==> src/rtl/mem_arbiter.sv <==
`default_nettype none
// ============================================================================
// Module   : mem_arbiter
// Purpose  : Two-port (fetch/data) arbiter onto a single-outstanding memory bus.
// Revision : 1.0  initial release
// ============================================================================
module mem_arbiter #(
   parameter int ADDR_W = 32,
   parameter int DATA_W = 32
) (
   input  logic              clk,
   input  logic              rst,
   input  logic              i_req,
   input  logic [ADDR_W-1:0] i_addr,
   output logic              i_ack,
   output logic [DATA_W-1:0] i_rdata,
   input  logic              d_req,
   input  logic              d_we,
   input  logic [ADDR_W-1:0] d_addr,
   input  logic [DATA_W-1:0] d_wdata,
   output logic              d_ack,
   output logic [DATA_W-1:0] d_rdata,
   output logic [ADDR_W-1:0] bus_addr,
   output logic [DATA_W-1:0] bus_wdata,
   output logic              bus_read,
   output logic              bus_write,
   input  logic              bus_busy,
   input  logic [DATA_W-1:0] bus_rdata,
   output logic [1:0]        state
);

   typedef enum logic [1:0] {
      IDLE  = 2'd0,
      ISSUE = 2'd1,
      WAIT  = 2'd2,
      DONE  = 2'd3
   } state_t;

   state_t            state_q,   state_d;
   logic [1:0]        streak_q,  streak_d;
   logic              win_d_q,   win_d_d;   // 1 = data port owns the current transaction
   logic              we_q,      we_d;
   logic [ADDR_W-1:0] addr_q,    addr_d;
   logic [DATA_W-1:0] wdata_q,   wdata_d;
   logic [DATA_W-1:0] irdata_q,  irdata_d;
   logic [DATA_W-1:0] drdata_q,  drdata_d;
   logic              grant_data;

   // Data has priority, but two consecutive data wins under fetch contention yield one slot.
   assign grant_data = d_req && !(streak_q == 2'd2 && i_req);

   always_ff @(posedge clk or posedge rst) begin
      if (rst) begin
         state_q  <= IDLE;
         streak_q <= 2'd0;
         win_d_q  <= 1'b0;
         we_q     <= 1'b0;
         addr_q   <= '0;
         wdata_q  <= '0;
         irdata_q <= '0;
         drdata_q <= '0;
      end else begin
         state_q  <= state_d;
         streak_q <= streak_d;
         win_d_q  <= win_d_d;
         we_q     <= we_d;
         addr_q   <= addr_d;
         wdata_q  <= wdata_d;
         irdata_q <= irdata_d;
         drdata_q <= drdata_d;
      end
   end

   always_comb begin
      state_d  = state_q;
      streak_d = streak_q;
      win_d_d  = win_d_q;
      we_d     = we_q;
      addr_d   = addr_q;
      wdata_d  = wdata_q;
      irdata_d = irdata_q;
      drdata_d = drdata_q;
      case (state_q)
         IDLE: begin
            if (!bus_busy && (i_req || d_req)) begin
               state_d = ISSUE;
               win_d_d = grant_data;
               if (grant_data) begin
                  addr_d = d_addr;
                  we_d   = d_we;
                  if (d_we) begin
                     wdata_d = d_wdata;
                  end
                  if (i_req && streak_q != 2'd2) begin
                     streak_d = streak_q + 2'd1;
                  end
               end else begin
                  addr_d   = i_addr;
                  we_d     = 1'b0;
                  streak_d = 2'd0;
               end
            end
         end
         ISSUE: state_d = WAIT;
         WAIT: begin
            if (!bus_busy) begin
               state_d = DONE;
               if (!we_q) begin
                  if (win_d_q) begin
                     drdata_d = bus_rdata;
                  end else begin
                     irdata_d = bus_rdata;
                  end
               end
            end
         end
         DONE:    state_d = IDLE;
         default: state_d = IDLE;
      endcase
   end

   assign state     = state_q;
   assign bus_read  = (state_q == ISSUE) && !we_q;
   assign bus_write = (state_q == ISSUE) &&  we_q;
   assign bus_addr  = addr_q;
   assign bus_wdata = wdata_q;
   assign i_ack     = (state_q == DONE) && !win_d_q;
   assign d_ack     = (state_q == DONE) &&  win_d_q;
   assign i_rdata   = irdata_q;
   assign d_rdata   = drdata_q;

endmodule
`default_nettype wire

==> config.mk <==
export PLATFORM = sky130hd
export DESIGN_NAME = mem_arbiter
export DESIGN_NICKNAME = d
export VERILOG_FILES = /design/src/rtl/mem_arbiter.sv
export SDC_FILE = /design/constraint.sdc
export NUM_CORES = 1
export LEC_CHECK = 0
export ABC_CLOCK_PERIOD_IN_PS = 8550
export BUFFER_PORTS_ARGS = -buffer_cell sky130_fd_sc_hd__buf_2
export CAP_MARGIN = 40
export CORE_UTILIZATION = 40
export CTS_BUF_LIST = sky130_fd_sc_hd__clkbuf_2
export DETAILED_ROUTE_END_ITERATION = 8
export PLACE_DENSITY = 0.74
export RECOVER_POWER = 100
export SYNTH_ARGS = -nofsm -noshare
export SYNTH_HDL_FRONTEND = slang
export SYNTH_SLANG_ARGS = --single-unit
==> constraint.sdc <==
create_clock -name clk -period 8.55 [get_ports clk]
set_input_delay 0.4275 -clock clk [delete_from_list [all_inputs] [get_ports clk]]
set_output_delay 0.4275 -clock clk [all_outputs]
set_load 0.01 [all_outputs]
==> flow_metrics.py <==
metrics = {
    "status": {
        "status": "finished with violations",
        "violations": "max-capacitance violations, max-slew violations",
    },
    "placement": {
        "dp.final_hpwl_um": 10200,
        "port_buffers": 267,
        "dpl_cell_area_um2": 7130,
        "dp_slack_ns": 5.95,
        "dp.cells": 846,
        "gp_congestion": 0.799,
    },
    "power": {
        "ir_drop_mv": 0.167,
        "p_leak_nw": 3.73,
        "power_density_nw_per_um2": 320,
    },
    "clock_tree": {
        "cts_buffer_depth": 2,
        "clock_latency_ns": 0.67,
        "htreeDepth": 4,
        "path_clk_slew_ns": 0.21,
        "numCtsBuffers": 17,
        "cts_resized": 0,
        "clkSinkCount": 134,
        "clockRootBuffer": "clkbuf_2",
        "cts_tree": "built",
    },
    "sta": {
        "max_freq_ghz": 0.223,
        "tightest_slew_ns": 2.57,
        "rsz0062_at_grt": "false",
        "min_period_over_period": 0.525,
        "layout_setup_ws_ns": 4.06,
        "slew_headroom": -0.723,
        "finalClockSkew_ns": 0.0366,
        "setup-tns-final_ns": 0,
        "final_max_slew_viol_count": 162,
        "min_period_ns": 4.49,
        "finalHoldViolCount": 0,
        "setup_viol": 0,
    },
    "logic_synthesis": {
        "ys_ff_latch": 134,
        "synth_warnings": 0,
        "synth_nets": 562,
        "syn_avg_cell_area_um2": 13.2,
        "yosysSeqAreaShare": 0.600,
        "synth_area_um2": 5590,
        "synth_cell_types": 27,
        "synthCells": 423,
    },
    "critical_path": {
        "worst_path_most_repeated_cell": "clkbuf_1",
        "slowest_delay_ns": 1.11,
        "required_ns": 9.12,
        "path_max_fanout": 36,
        "critPathKind": "flop to flop",
        "worstPathCellList": "inv_1, ha_1, nor2b_2, clkbuf_1, and2_0, clkbuf_1, a31oi_1, dlygate4sd3_1",
        "endpoint_kind": "flop",
        "critical-path-slowest-cell": "clkbuf_1",
        "crit_buf_inv": 4,
        "crit_arrival_ns": 5.06,
        "worstSetupStartpointType": "flop",
        "cp_top_family": "buffers and inverters",
    },
    "run": {
        "drv_cap": 4,
    },
    "global_routing": {
        "antenna_found_initial": 0,
        "grt_first_pass_wirelength_um": 26400,
        "grt-ovfl-total": 0,
        "grt_max_degree": 63,
        "grt_pass1_vias": 5413,
        "gr-usage-all-layers": 0.235,
    },
    "floorplanning": {
        "die_y_um": 120,
        "die_w_um": 120,
        "die_area_um2": 14400,
        "pin_count": 268,
        "core.rowCount": 42,
        "initial_core_util": 0.415,
        "core_um2": 13500,
    },
    "drt": {
        "wirelength_um": 16500,
        "drt_pass1_iterations": 4,
        "drt_iter0_drc": 361,
        "ant_nets": 0,
        "vias": 4992,
        "routedWlPerCell_um": 16.3,
        "avgViaCountPerCell": 4.95,
        "drc": 0,
    },
    "layout": {
        "fin_nets": 958,
        "area_growth_pct": 48.8,
        "stdcell_count": 1008,
        "mostFrequentLayoutCells": "140 x clkbuf_1, 134 x dfrtp_1, 133 x buf_2",
        "fin_util": 0.618,
        "fin_area_um2": 8310,
        "drive_above_1_share": 0.284,
        "diodes": 0,
        "nFillCells": 1134,
        "layout_commonest_cell": "clkbuf_1",
    },
    "worst_hold_path": {
        "hold_path.class": "input pin to flop",
    },
}
## tightest hold or removal path: stages
cell and delay (ns):
buf_2 0.15, a21oi_1 0.06, o22a_1 0.18
## sequential cells by signal, indices dropped and copies added (netlist names)
register	cells
i_rdata	32
win_d_q	1
bus_addr	32
bus_wdata	32
d_rdata	32
streak_q	2
we_q	1
state	2
## power breakdown
part / switching [mW] / leakage, nW / internal (mW)
Sequential: 0.189 / 1.59 / 0.948
Combinational: 0.574 / 2.00 / 0.561
Clock: 0.230 / 0.141 / 0.159
## synthesized netlist by cell type
cell / n / area (µm²)
nand3_1: 1 / 5.00
nor2b_1: 3 / 18.8
buf_6: 5 / 56.3
buf_2: 5 / 25.0
ha_1: 5 / 62.6
a31oi_1: 32 / 200
nor2_1: 1 / 3.75
mux2_2: 67 / 754
inv_1: 4 / 15.0
nand2_1: 67 / 251
and2_1: 3 / 18.8
buf_4: 6 / 45.0
o22a_1: 1 / 8.76
a21bo_2: 1 / 10.0
and4bb_2: 1 / 12.5
a21boi_2: 1 / 11.3
mux2_1: 2 / 22.5
a21oi_1: 33 / 165
clkbuf_1: 13 / 48.8
mux2_4: 29 / 435
nor4b_2: 1 / 15.0
a21o_1: 2 / 15.0
dfrtp_1: 134 / 3350
and3_1: 1 / 6.26
or2_0: 1 / 6.26
nand3b_1: 1 / 7.51
o21ai_0: 3 / 15.0
## per-layer routing
layer / up-vias / track usage / part of all wire
li1: 2266 / - / -
met1: 2430 / 0.256 / 0.37
met2: 248 / 0.421 / 0.53
met3: 48 / 0.0613 / 0.069
met4: 0 / 0.114 / 0.029
met5: - / 0 / 0
## cells by family (layout without fill, tap and decap cells)
family                   count (synthesis)  in the layout  share of synthesized area
flip-flops                             134            134                      0.600
multiplexers                            98             98                      0.217
AND/OR/NAND/NOR                         80             80                     0.0618
AO/OA/AOI/OAI                           73             73                     0.0761
buffers and inverters                   33            442                     0.0340
adder cells (fa/ha/maj)                  5              5                     0.0112
## metrics by stage
stage	power, mW	hold WS (ns)
global route	2.84	0.0846
finish	2.66	0.177
CTS	2.81	0.0839
floorplan	1.77	0.453
detailed placement	2.26	0.483
global placement	2.19	0.462
## final cells by class
type / count / area, µm² / area share
Clock buffer: 17 / 85.1 / 0.0102
Clock inverter: 15 / 160 / 0.0193
Inverter: 4 / 16.3 / 0.00196
Multi-Input combinational cell: 256 / 1940 / 0.233
Sequential cell: 134 / 3350 / 0.403
Tap cell: 176 / 220 / 0.0265
Timing Repair Buffer: 406 / 2540 / 0.306
## final timing paths
path / startpoint / end / slack [ns] / cells past startpoint
setup reg to reg: state[1]$_DFFE_PP0P_ / bus_addr[24]$_DFFE_PP0P_ / 4.06 / 8
max in group asynchronous: rst / bus_addr[1]$_DFFE_PP0P_ / 5.49 / 5
hold reg to reg: streak_q[0]$_DFFE_PP0P_ / streak_q[0]$_DFFE_PP0P_ / 0.51 / 1
setup / recovery: state[1]$_DFFE_PP0P_ / bus_addr[24]$_DFFE_PP0P_ / 4.06 / 8
hold / removal: bus_busy / state[0]$_DFFE_PP0P_ / 0.18 / 3
min in group asynchronous: rst / bus_wdata[3]$_DFFE_PP0P_ / 1.00 / 3
## repair_timing
item	in CTS	in global routing
hold endpoints to repair	191	0
hold buffers	130	0
buffers inserted	0	0
No activity file was read; power rests on OpenSTA's default activity.
